## src/rtl/alu_arbiter_pkg.sv

```systemverilog
// +------------------------------------------------------------------+
// | alu_arbiter_pkg : opcodes, flag indices, FSM encoding, helpers    |
// | rev 1.0                                                           |
// +------------------------------------------------------------------+
`default_nettype none

package alu_arbiter_pkg;

  localparam logic [15:0] OP_AND  = 16'h0010;
  localparam logic [15:0] OP_OR   = 16'h0020;
  localparam logic [15:0] OP_XOR  = 16'h0030;
  localparam logic [15:0] OP_ADD  = 16'h0050;
  localparam logic [15:0] OP_SUB  = 16'h0060;
  localparam logic [15:0] OP_ADDC = 16'h0070;
  localparam logic [15:0] OP_SUBC = 16'h0080;
  localparam logic [15:0] OP_CMP  = 16'h00B0;

  // ZCVNL ordering of the flag word; N and L are produced only by CMP
  localparam int FLAG_Z = 4;
  localparam int FLAG_C = 3;
  localparam int FLAG_V = 2;
  localparam int FLAG_N = 1;
  localparam int FLAG_L = 0;

  typedef enum logic [1:0] {
    ST_IDLE = 2'd0,
    ST_EXEC = 2'd1,
    ST_RESP = 2'd2
  } state_e;

  function automatic logic is_defined_op(input logic [15:0] op);
    case (op)
      OP_AND, OP_OR, OP_XOR, OP_ADD, OP_SUB,
      OP_ADDC, OP_SUBC, OP_CMP: is_defined_op = 1'b1;
      default:                 is_defined_op = 1'b0;
    endcase
  endfunction

endpackage

`default_nettype wire

```

## src/rtl/alu_arbiter_if.sv

```systemverilog
// +------------------------------------------------------------------+
// | alu_arbiter_if : two request channels, one response channel       |
// | rev 1.0                                                           |
// +------------------------------------------------------------------+
`default_nettype none

interface alu_arbiter_if;
  logic        req0_valid;
  logic        req0_ready;
  logic [15:0] req0_a;
  logic [15:0] req0_b;
  logic [15:0] req0_op;
  logic        req0_use_cin;
  logic        req0_wr_flags;

  logic        req1_valid;
  logic        req1_ready;
  logic [15:0] req1_a;
  logic [15:0] req1_b;
  logic [15:0] req1_op;
  logic        req1_use_cin;
  logic        req1_wr_flags;

  logic        rsp_valid;
  logic        rsp_ready;
  logic        rsp_id;
  logic [15:0] rsp_c;
  logic [4:0]  rsp_flags;
  logic [4:0]  psr;
  logic        busy;

  modport master (
    output req0_valid, req0_a, req0_b, req0_op, req0_use_cin, req0_wr_flags,
    output req1_valid, req1_a, req1_b, req1_op, req1_use_cin, req1_wr_flags,
    output rsp_ready,
    input  req0_ready, req1_ready,
    input  rsp_valid, rsp_id, rsp_c, rsp_flags, psr, busy
  );

  modport slave (
    input  req0_valid, req0_a, req0_b, req0_op, req0_use_cin, req0_wr_flags,
    input  req1_valid, req1_a, req1_b, req1_op, req1_use_cin, req1_wr_flags,
    input  rsp_ready,
    output req0_ready, req1_ready,
    output rsp_valid, rsp_id, rsp_c, rsp_flags, psr, busy
  );
endinterface

`default_nettype wire

```

## src/rtl/alu_arbiter_alu.sv

```systemverilog
// +------------------------------------------------------------------+
// | alu_arbiter_alu : combinational 16-bit ALU producing ZCVNL flags  |
// | rev 1.0                                                           |
// +------------------------------------------------------------------+
`default_nettype none

module alu_arbiter_alu
  import alu_arbiter_pkg::*;
(
  input  logic [15:0] a,
  input  logic [15:0] b,
  input  logic [15:0] op,
  input  logic        cin,
  output logic [15:0] c,
  output logic [4:0]  flags
);

  logic [16:0] wide;
  logic        cin_eff;

  always_comb begin
    c       = 16'h0000;
    flags   = 5'b00000;
    wide    = 17'd0;
    cin_eff = 1'b0;
    case (op)
      OP_AND: begin
        c             = a & b;
        flags[FLAG_Z] = (c == 16'h0000);
      end
      OP_OR: begin
        c             = a | b;
        flags[FLAG_Z] = (c == 16'h0000);
      end
      OP_XOR: begin
        c             = a ^ b;
        flags[FLAG_Z] = (c == 16'h0000);
      end
      OP_ADD, OP_ADDC: begin
        cin_eff       = (op == OP_ADDC) ? cin : 1'b0;
        wide          = {1'b0, a} + {1'b0, b} + {16'd0, cin_eff};
        c             = wide[15:0];
        flags[FLAG_C] = wide[16];
        flags[FLAG_V] = (a[15] == b[15]) && (c[15] != a[15]);
        flags[FLAG_Z] = (c == 16'h0000);
      end
      // C is a borrow for subtraction
      OP_SUB, OP_SUBC: begin
        cin_eff       = (op == OP_SUBC) ? cin : 1'b0;
        wide          = {1'b0, a} - {1'b0, b} - {16'd0, cin_eff};
        c             = wide[15:0];
        flags[FLAG_C] = wide[16];
        flags[FLAG_V] = (a[15] != b[15]) && (c[15] != a[15]);
        flags[FLAG_Z] = (c == 16'h0000);
      end
      // Compare writes no result, only Z and the signed/unsigned less-than flags
      OP_CMP: begin
        flags[FLAG_Z] = (a == b);
        flags[FLAG_N] = ($signed(a) < $signed(b));
        flags[FLAG_L] = (a < b);
      end
      default: begin
        c     = 16'h0000;
        flags = 5'b00000;
      end
    endcase
  end

endmodule

`default_nettype wire

```

## src/rtl/alu_arbiter.sv

```systemverilog
// +------------------------------------------------------------------+
// | alu_arbiter : two-requester arbiter in front of one shared ALU    |
// | rev 1.0                                                           |
// +------------------------------------------------------------------+
`default_nettype none

module alu_arbiter
  import alu_arbiter_pkg::*;
#(
  parameter bit         FAIR     = 1'b1,
  parameter logic [4:0] PSR_INIT = 5'b00000
) (
  input  logic          clk,
  input  logic          reset_n,
  alu_arbiter_if.slave  bus
);

  state_e      state_q,      state_d;
  logic [15:0] a_q,          a_d;
  logic [15:0] b_q,          b_d;
  logic [15:0] op_q,         op_d;
  logic        use_cin_q,    use_cin_d;
  logic        wr_flags_q,   wr_flags_d;
  logic        id_q,         id_d;
  logic        last_grant_q, last_grant_d;
  logic [15:0] rsp_c_q,      rsp_c_d;
  logic [4:0]  rsp_flags_q,  rsp_flags_d;
  logic        rsp_id_q,     rsp_id_d;
  logic [4:0]  psr_q,        psr_d;

  logic        grant0;
  logic        grant1;
  logic        alu_cin;
  logic [15:0] alu_c;
  logic [4:0]  alu_flags;

  // last_grant_q == 1 means req1 went last, so req0 has the turn
  assign grant0 = bus.req0_valid & (~bus.req1_valid | ~FAIR | last_grant_q);
  assign grant1 = bus.req1_valid & ~grant0;

  assign alu_cin = use_cin_q & psr_q[FLAG_C];

  alu_arbiter_alu u_alu (
    .a     (a_q),
    .b     (b_q),
    .op    (op_q),
    .cin   (alu_cin),
    .c     (alu_c),
    .flags (alu_flags)
  );

  always_comb begin
    state_d      = state_q;
    a_d          = a_q;
    b_d          = b_q;
    op_d         = op_q;
    use_cin_d    = use_cin_q;
    wr_flags_d   = wr_flags_q;
    id_d         = id_q;
    last_grant_d = last_grant_q;
    rsp_c_d      = rsp_c_q;
    rsp_flags_d  = rsp_flags_q;
    rsp_id_d     = rsp_id_q;
    psr_d        = psr_q;
    case (state_q)
      ST_IDLE: begin
        if (grant0 | grant1) begin
          a_d          = grant1 ? bus.req1_a        : bus.req0_a;
          b_d          = grant1 ? bus.req1_b        : bus.req0_b;
          op_d         = grant1 ? bus.req1_op       : bus.req0_op;
          use_cin_d    = grant1 ? bus.req1_use_cin  : bus.req0_use_cin;
          wr_flags_d   = grant1 ? bus.req1_wr_flags : bus.req0_wr_flags;
          id_d         = grant1;
          last_grant_d = grant1;
          state_d      = ST_EXEC;
        end
      end
      ST_EXEC: begin
        rsp_c_d     = alu_c;
        rsp_flags_d = alu_flags;
        rsp_id_d    = id_q;
        if (wr_flags_q && is_defined_op(op_q)) begin
          psr_d = alu_flags;
        end
        state_d = ST_RESP;
      end
      ST_RESP: begin
        if (bus.rsp_ready) begin
          state_d = ST_IDLE;
        end
      end
      default: state_d = ST_IDLE;
    endcase
  end

  always_ff @(posedge clk) begin
    if (!reset_n) begin
      state_q      <= ST_IDLE;
      a_q          <= 16'h0000;
      b_q          <= 16'h0000;
      op_q         <= 16'h0000;
      use_cin_q    <= 1'b0;
      wr_flags_q   <= 1'b0;
      id_q         <= 1'b0;
      last_grant_q <= 1'b1;
      rsp_c_q      <= 16'h0000;
      rsp_flags_q  <= 5'b00000;
      rsp_id_q     <= 1'b0;
      psr_q        <= PSR_INIT;
    end else begin
      state_q      <= state_d;
      a_q          <= a_d;
      b_q          <= b_d;
      op_q         <= op_d;
      use_cin_q    <= use_cin_d;
      wr_flags_q   <= wr_flags_d;
      id_q         <= id_d;
      last_grant_q <= last_grant_d;
      rsp_c_q      <= rsp_c_d;
      rsp_flags_q  <= rsp_flags_d;
      rsp_id_q     <= rsp_id_d;
      psr_q        <= psr_d;
    end
  end

  assign bus.req0_ready = reset_n & (state_q == ST_IDLE) & grant0;
  assign bus.req1_ready = reset_n & (state_q == ST_IDLE) & grant1;
  assign bus.rsp_valid  = (state_q == ST_RESP);
  assign bus.busy       = (state_q != ST_IDLE);
  assign bus.rsp_c      = rsp_c_q;
  assign bus.rsp_flags  = rsp_flags_q;
  assign bus.rsp_id     = rsp_id_q;
  assign bus.psr        = psr_q;

endmodule

`default_nettype wire

```

## src/flat_wrapper.sv

```systemverilog
// flat-port wrapper written by rule: the top's interface ports become plain ports
module alu_arbiter_flat import alu_arbiter_pkg::*;
#(
  parameter bit         FAIR     = 1'b1,
  parameter logic [4:0] PSR_INIT = 5'b00000
)
  (clk, reset_n, bus_req0_valid, bus_req0_a, bus_req0_b, bus_req0_op, bus_req0_use_cin, bus_req0_wr_flags, bus_req1_valid, bus_req1_a, bus_req1_b, bus_req1_op, bus_req1_use_cin, bus_req1_wr_flags, bus_rsp_ready, bus_req0_ready, bus_req1_ready, bus_rsp_valid, bus_rsp_id, bus_rsp_c, bus_rsp_flags, bus_psr, bus_busy);
  alu_arbiter_if bus_i ();
  input  logic clk;
  input  logic reset_n;
  input wire logic [$bits(bus_i.req0_valid)-1:0] bus_req0_valid;
  input wire logic [$bits(bus_i.req0_a)-1:0] bus_req0_a;
  input wire logic [$bits(bus_i.req0_b)-1:0] bus_req0_b;
  input wire logic [$bits(bus_i.req0_op)-1:0] bus_req0_op;
  input wire logic [$bits(bus_i.req0_use_cin)-1:0] bus_req0_use_cin;
  input wire logic [$bits(bus_i.req0_wr_flags)-1:0] bus_req0_wr_flags;
  input wire logic [$bits(bus_i.req1_valid)-1:0] bus_req1_valid;
  input wire logic [$bits(bus_i.req1_a)-1:0] bus_req1_a;
  input wire logic [$bits(bus_i.req1_b)-1:0] bus_req1_b;
  input wire logic [$bits(bus_i.req1_op)-1:0] bus_req1_op;
  input wire logic [$bits(bus_i.req1_use_cin)-1:0] bus_req1_use_cin;
  input wire logic [$bits(bus_i.req1_wr_flags)-1:0] bus_req1_wr_flags;
  input wire logic [$bits(bus_i.rsp_ready)-1:0] bus_rsp_ready;
  output wire logic [$bits(bus_i.req0_ready)-1:0] bus_req0_ready;
  output wire logic [$bits(bus_i.req1_ready)-1:0] bus_req1_ready;
  output wire logic [$bits(bus_i.rsp_valid)-1:0] bus_rsp_valid;
  output wire logic [$bits(bus_i.rsp_id)-1:0] bus_rsp_id;
  output wire logic [$bits(bus_i.rsp_c)-1:0] bus_rsp_c;
  output wire logic [$bits(bus_i.rsp_flags)-1:0] bus_rsp_flags;
  output wire logic [$bits(bus_i.psr)-1:0] bus_psr;
  output wire logic [$bits(bus_i.busy)-1:0] bus_busy;
  assign bus_i.req0_valid = bus_req0_valid;
  assign bus_i.req0_a = bus_req0_a;
  assign bus_i.req0_b = bus_req0_b;
  assign bus_i.req0_op = bus_req0_op;
  assign bus_i.req0_use_cin = bus_req0_use_cin;
  assign bus_i.req0_wr_flags = bus_req0_wr_flags;
  assign bus_i.req1_valid = bus_req1_valid;
  assign bus_i.req1_a = bus_req1_a;
  assign bus_i.req1_b = bus_req1_b;
  assign bus_i.req1_op = bus_req1_op;
  assign bus_i.req1_use_cin = bus_req1_use_cin;
  assign bus_i.req1_wr_flags = bus_req1_wr_flags;
  assign bus_i.rsp_ready = bus_rsp_ready;
  assign bus_req0_ready = bus_i.req0_ready;
  assign bus_req1_ready = bus_i.req1_ready;
  assign bus_rsp_valid = bus_i.rsp_valid;
  assign bus_rsp_id = bus_i.rsp_id;
  assign bus_rsp_c = bus_i.rsp_c;
  assign bus_rsp_flags = bus_i.rsp_flags;
  assign bus_psr = bus_i.psr;
  assign bus_busy = bus_i.busy;
  alu_arbiter #(.FAIR(FAIR), .PSR_INIT(PSR_INIT)) u_core (.clk(clk), .reset_n(reset_n), .bus(bus_i));
endmodule
```

## config.mk

```make
export PLATFORM = sky130hd
export DESIGN_NAME = alu_arbiter_flat
export DESIGN_NICKNAME = d
export VERILOG_FILES = /design/src/rtl/alu_arbiter_pkg.sv /design/src/rtl/alu_arbiter_if.sv /design/src/rtl/alu_arbiter_alu.sv /design/src/rtl/alu_arbiter.sv /design/src/flat_wrapper.sv
export SDC_FILE = /design/constraint.sdc
export NUM_CORES = 1
export LEC_CHECK = 0
export CAP_MARGIN = 30
export CORE_ASPECT_RATIO = 1.2
export CORE_MARGIN = 5
export CORE_UTILIZATION = 41
export DETAILED_ROUTE_END_ITERATION = 12
export GPL_ROUTABILITY_DRIVEN = 0
export PLACE_DENSITY = 0.72
export SLEW_MARGIN = 10
export SYNTH_ARGS = -nofsm -noshare
export SYNTH_HDL_FRONTEND = slang
export SYNTH_SLANG_ARGS = --single-unit
```

## constraint.sdc

```tcl
create_clock -name clk -period 5.13 [get_ports clk]
set_input_delay 1.026 -clock clk [delete_from_list [all_inputs] [get_ports clk]]
set_output_delay 1.026 -clock clk [all_outputs]
set_load 0.01 [all_outputs]
```

==> results.sh <==
export IMPL_status="complete, no violations"
export IMPL_critical_path_class="flip-flop to flip-flop"
export IMPL_wl_mm=21.9
export IMPL_drt_pass1_iter_count=6
export IMPL_utilization_pct=52.0
export IMPL_rsz0062_at_grt="no"
export IMPL_worst_endpoint_required_ps=5410
export IMPL_wire_per_inst_um=17.3
export IMPL_ir_drop_mv=0.153
export IMPL_tightest_slew_ps=933
export IMPL_syn_mean_instance_area_um2=7.36
export IMPL_synth_commonest_cells="nand2_1, a21oi_1, dfxtp_1"
export IMPL_holdPathEnd="u_core.bus.rsp_c[6]"
export IMPL_fp_dieH_um=153
export IMPL_finalCriticalPeriod_ps=4460
export IMPL_fin_crit_sh_pct=87.0
export IMPL_finalClockSkew_ps=7.81
export IMPL_multi_input_area_um2=4900
export IMPL_fin_ws_ps=668
export IMPL_htreeDepth=3
export IMPL_setup_viol=0
export IMPL_place_ws_ps=738
export IMPL_power_per_cell_area_nw_per_um2=334
export IMPL_cts_tree="done"
export IMPL_cts_setup_buffers=0
export IMPL_slew_violations=0
export IMPL_numClockSinks=81
export IMPL_dieWidth_um=129
export IMPL_post_cts_resized=0
export IMPL_antenna_found_initial=0
export IMPL_grt_pass1_vias=6811
export IMPL_synth_top_cell_by_area="dfxtp_1"
export IMPL_synth_cell_types=74
export IMPL_grt_overflow_total=0
export IMPL_seq_area_frac_synth_pct=23.2
export IMPL_cts_hold_buf=0
export IMPL_root_buffer="clkbuf_16"
export IMPL_start_util_pct=41.5
export IMPL_ys_warn_count=0
export IMPL_synth_cell_area_um2=7000
export IMPL_slew_headroom_pct=37.5
export IMPL_hold_depth=2
export IMPL_drv_cap=0
export IMPL_crit_fanout=12
export IMPL_fmax_mhz=224
export IMPL_reg2reg_from="u_core.op_q[4]"
export IMPL_rrSetupSlack_ps=670
export IMPL_fin_nets=1233
export IMPL_hold_viol_final=0
export IMPL_p_leak_nw=3.48
export IMPL_fillers=1633
export IMPL_area_growth_pct=25.3
export IMPL_netlist_instances=950
export IMPL_fp_row_count=52
export IMPL_core_um2=16900
export IMPL_setup_tns_ps=0
export IMPL_ff_latch_area_um2=1620
export IMPL_end_kind="flip-flop"
export IMPL_portBuffers=135
export IMPL_ys_async_sr_fraction_pct=0
export IMPL_die_area_um2=19800
export IMPL_synth_top_area_share_pct=23.2
export IMPL_synthFlopType="dfxtp_1"
export IMPL_n_antenna_cell=0
export IMPL_synth_most_common_cell="nand2_1"
export IMPL_antenna_left=0
export IMPL_clock_path_buffers=2
export IMPL_track_usage_pct=21.7
export IMPL_via_per_inst=5.81
export IMPL_drive_above_1_share_pct=4.57
export IMPL_crit_arrival_ps=4740
export IMPL_worstHoldStart="u_core.bus.rsp_c[6]"
export IMPL_grt_pass1_wl_mm=34.8
export IMPL_critPathLaunchType="flip-flop"
export IMPL_syn_nets=1137
export IMPL_hold_class="flip-flop to flip-flop"
export IMPL_route_detailed_drc=0
export IMPL_dr_first_iter_drc_count=619
export IMPL_clk_pin_slew_ps=70
export IMPL_synth_seq_cells=81
export IMPL_r2r_end="u_core.bus.psr[4]"
export IMPL_io_pins=136
export IMPL_numCtsBuffers=9
export IMPL_via_count=7361
export IMPL_place_hpwl_mm=16.9
export IMPL_synth_edf_count=0
export IMPL_synth_top_cells_by_area="dfxtp_1, ha_1, nand2_1"
export IMPL_clk_latency_ps=350
export IMPL_r2r_cells=13
export IMPL_grt_max_degree=83
==> flip-flops by register name, summed over array words and instances, names as in the netlist, 2 cells and up <==
register	flops
u_core.a_q	16
u_core.b_q	16
u_core.bus.rsp_c	16
u_core.op_q	16
u_core.bus.psr	5
u_core.bus.rsp_flags	5
u_core.state_q	2
==> how the worst max path moves through the flow <==
stage	from	end	cells after the start	slack [ps]
2_1_floorplan	u_core.op_q[14]	u_core.bus.psr[4]	14	1260
3_3_place_gp	u_core.op_q[10]	u_core.bus.psr[4]	14	900
3_5_place_dp	u_core.op_q[10]	u_core.bus.psr[4]	14	740
4_1_cts	u_core.op_q[10]	u_core.bus.psr[4]	14	720
5_1_grt	u_core.op_q[4]	u_core.bus.rsp_flags[4]	13	310
6_report	u_core.op_q[4]	u_core.bus.psr[4]	13	670
==> cells by family (layout without fill, tap and decap cells) <==
| family | count (synthesis) | count (layout) | share of synthesized area (%) |
|---|---|---|---|
| multiplexers | 8 | 8 | 1.14 |
| buffers and inverters | 126 | 227 | 7.12 |
| AND/OR/NAND/NOR | 348 | 348 | 24.2 |
| AO/OA/AOI/OAI | 286 | 286 | 26.9 |
| XOR/XNOR | 19 | 19 | 2.38 |
| flip-flops | 81 | 81 | 23.2 |
| adder cells (fa/ha/maj) | 82 | 82 | 15.1 |
==> cells in the final DEF (no fill, tap or decap), drive strengths merged, types with 5 or more instances in the layout <==
cell / n
ha: 78
a211oi: 11
nand2: 160
o21a: 8
nor3b: 5
nor3: 18
a21oi: 82
clkbuf: 9
a21o: 6
nor2: 58
clkdlybuf4s50: 134
o211a: 10
xor2: 7
and3: 6
o21ai: 37
and2: 7
a221oi: 10
nand3: 26
nor4: 17
nor2b: 7
o211ai: 12
xnor2: 12
mux2i: 8
nand2b: 7
or3: 13
o22ai: 10
buf: 10
inv: 69
a21boi: 8
a31oi: 51
nand4: 15
dfxtp: 81
==> where the power goes <==
part | switching, W | internal [W] | leakage, nW
combinational | 0.000891 | 0.000590 | 2.68
sequential | 0.0000870 | 0.000697 | 0.668
clock | 0.000280 | 0.000381 | 0.140
==> cell type report <==
type	count	share of cell area (%)
flip-flops and latches	81	18.5
well taps	216	3.08
inverters	67	2.87
multi-input cells	743	55.9
repair buffers	144	16.1
clock buffers	9	2.57
clock inverters	7	0.885
==> through the flow <==
step	hold WS (ps)	cells	area, um2	total power [W]
floorplan	437	950	7000	0.00183
finish	461	1267	8760	0.00293
detailed placement	460	1251	8460	0.00224
global placement	451	1251	8460	0.00223
CTS	467	1267	8760	0.00291
global route	512	1267	8760	0.00313
==> routing by layer <==
layer  part of all wire [%]  routed length [um]  global-route usage [%]  vias to the layer above
met5                      0                   0                       0                        -
met1                     42                9220                    28.7                     3354
li1                       -                   -                       -                     3590
met4                    4.2                 928                    9.50                        0
met3                    7.9                1730                    3.73                       69
met2                     46               10000                    34.3                      348
==> critical path: stages (launching register included) <==
cell       delay, ps
dfxtp_1          630
nand3_1          340
nor2_1           220
nand3_1          140
fa_1             490
fa_1             510
nand2b_1         240
a2111oi_2        490
nor3_1           150
xnor2_1          180
or3_1            380
nor4_1           350
a311oi_1         160
nor2_1           110
(Power assumes the default switching activity.)
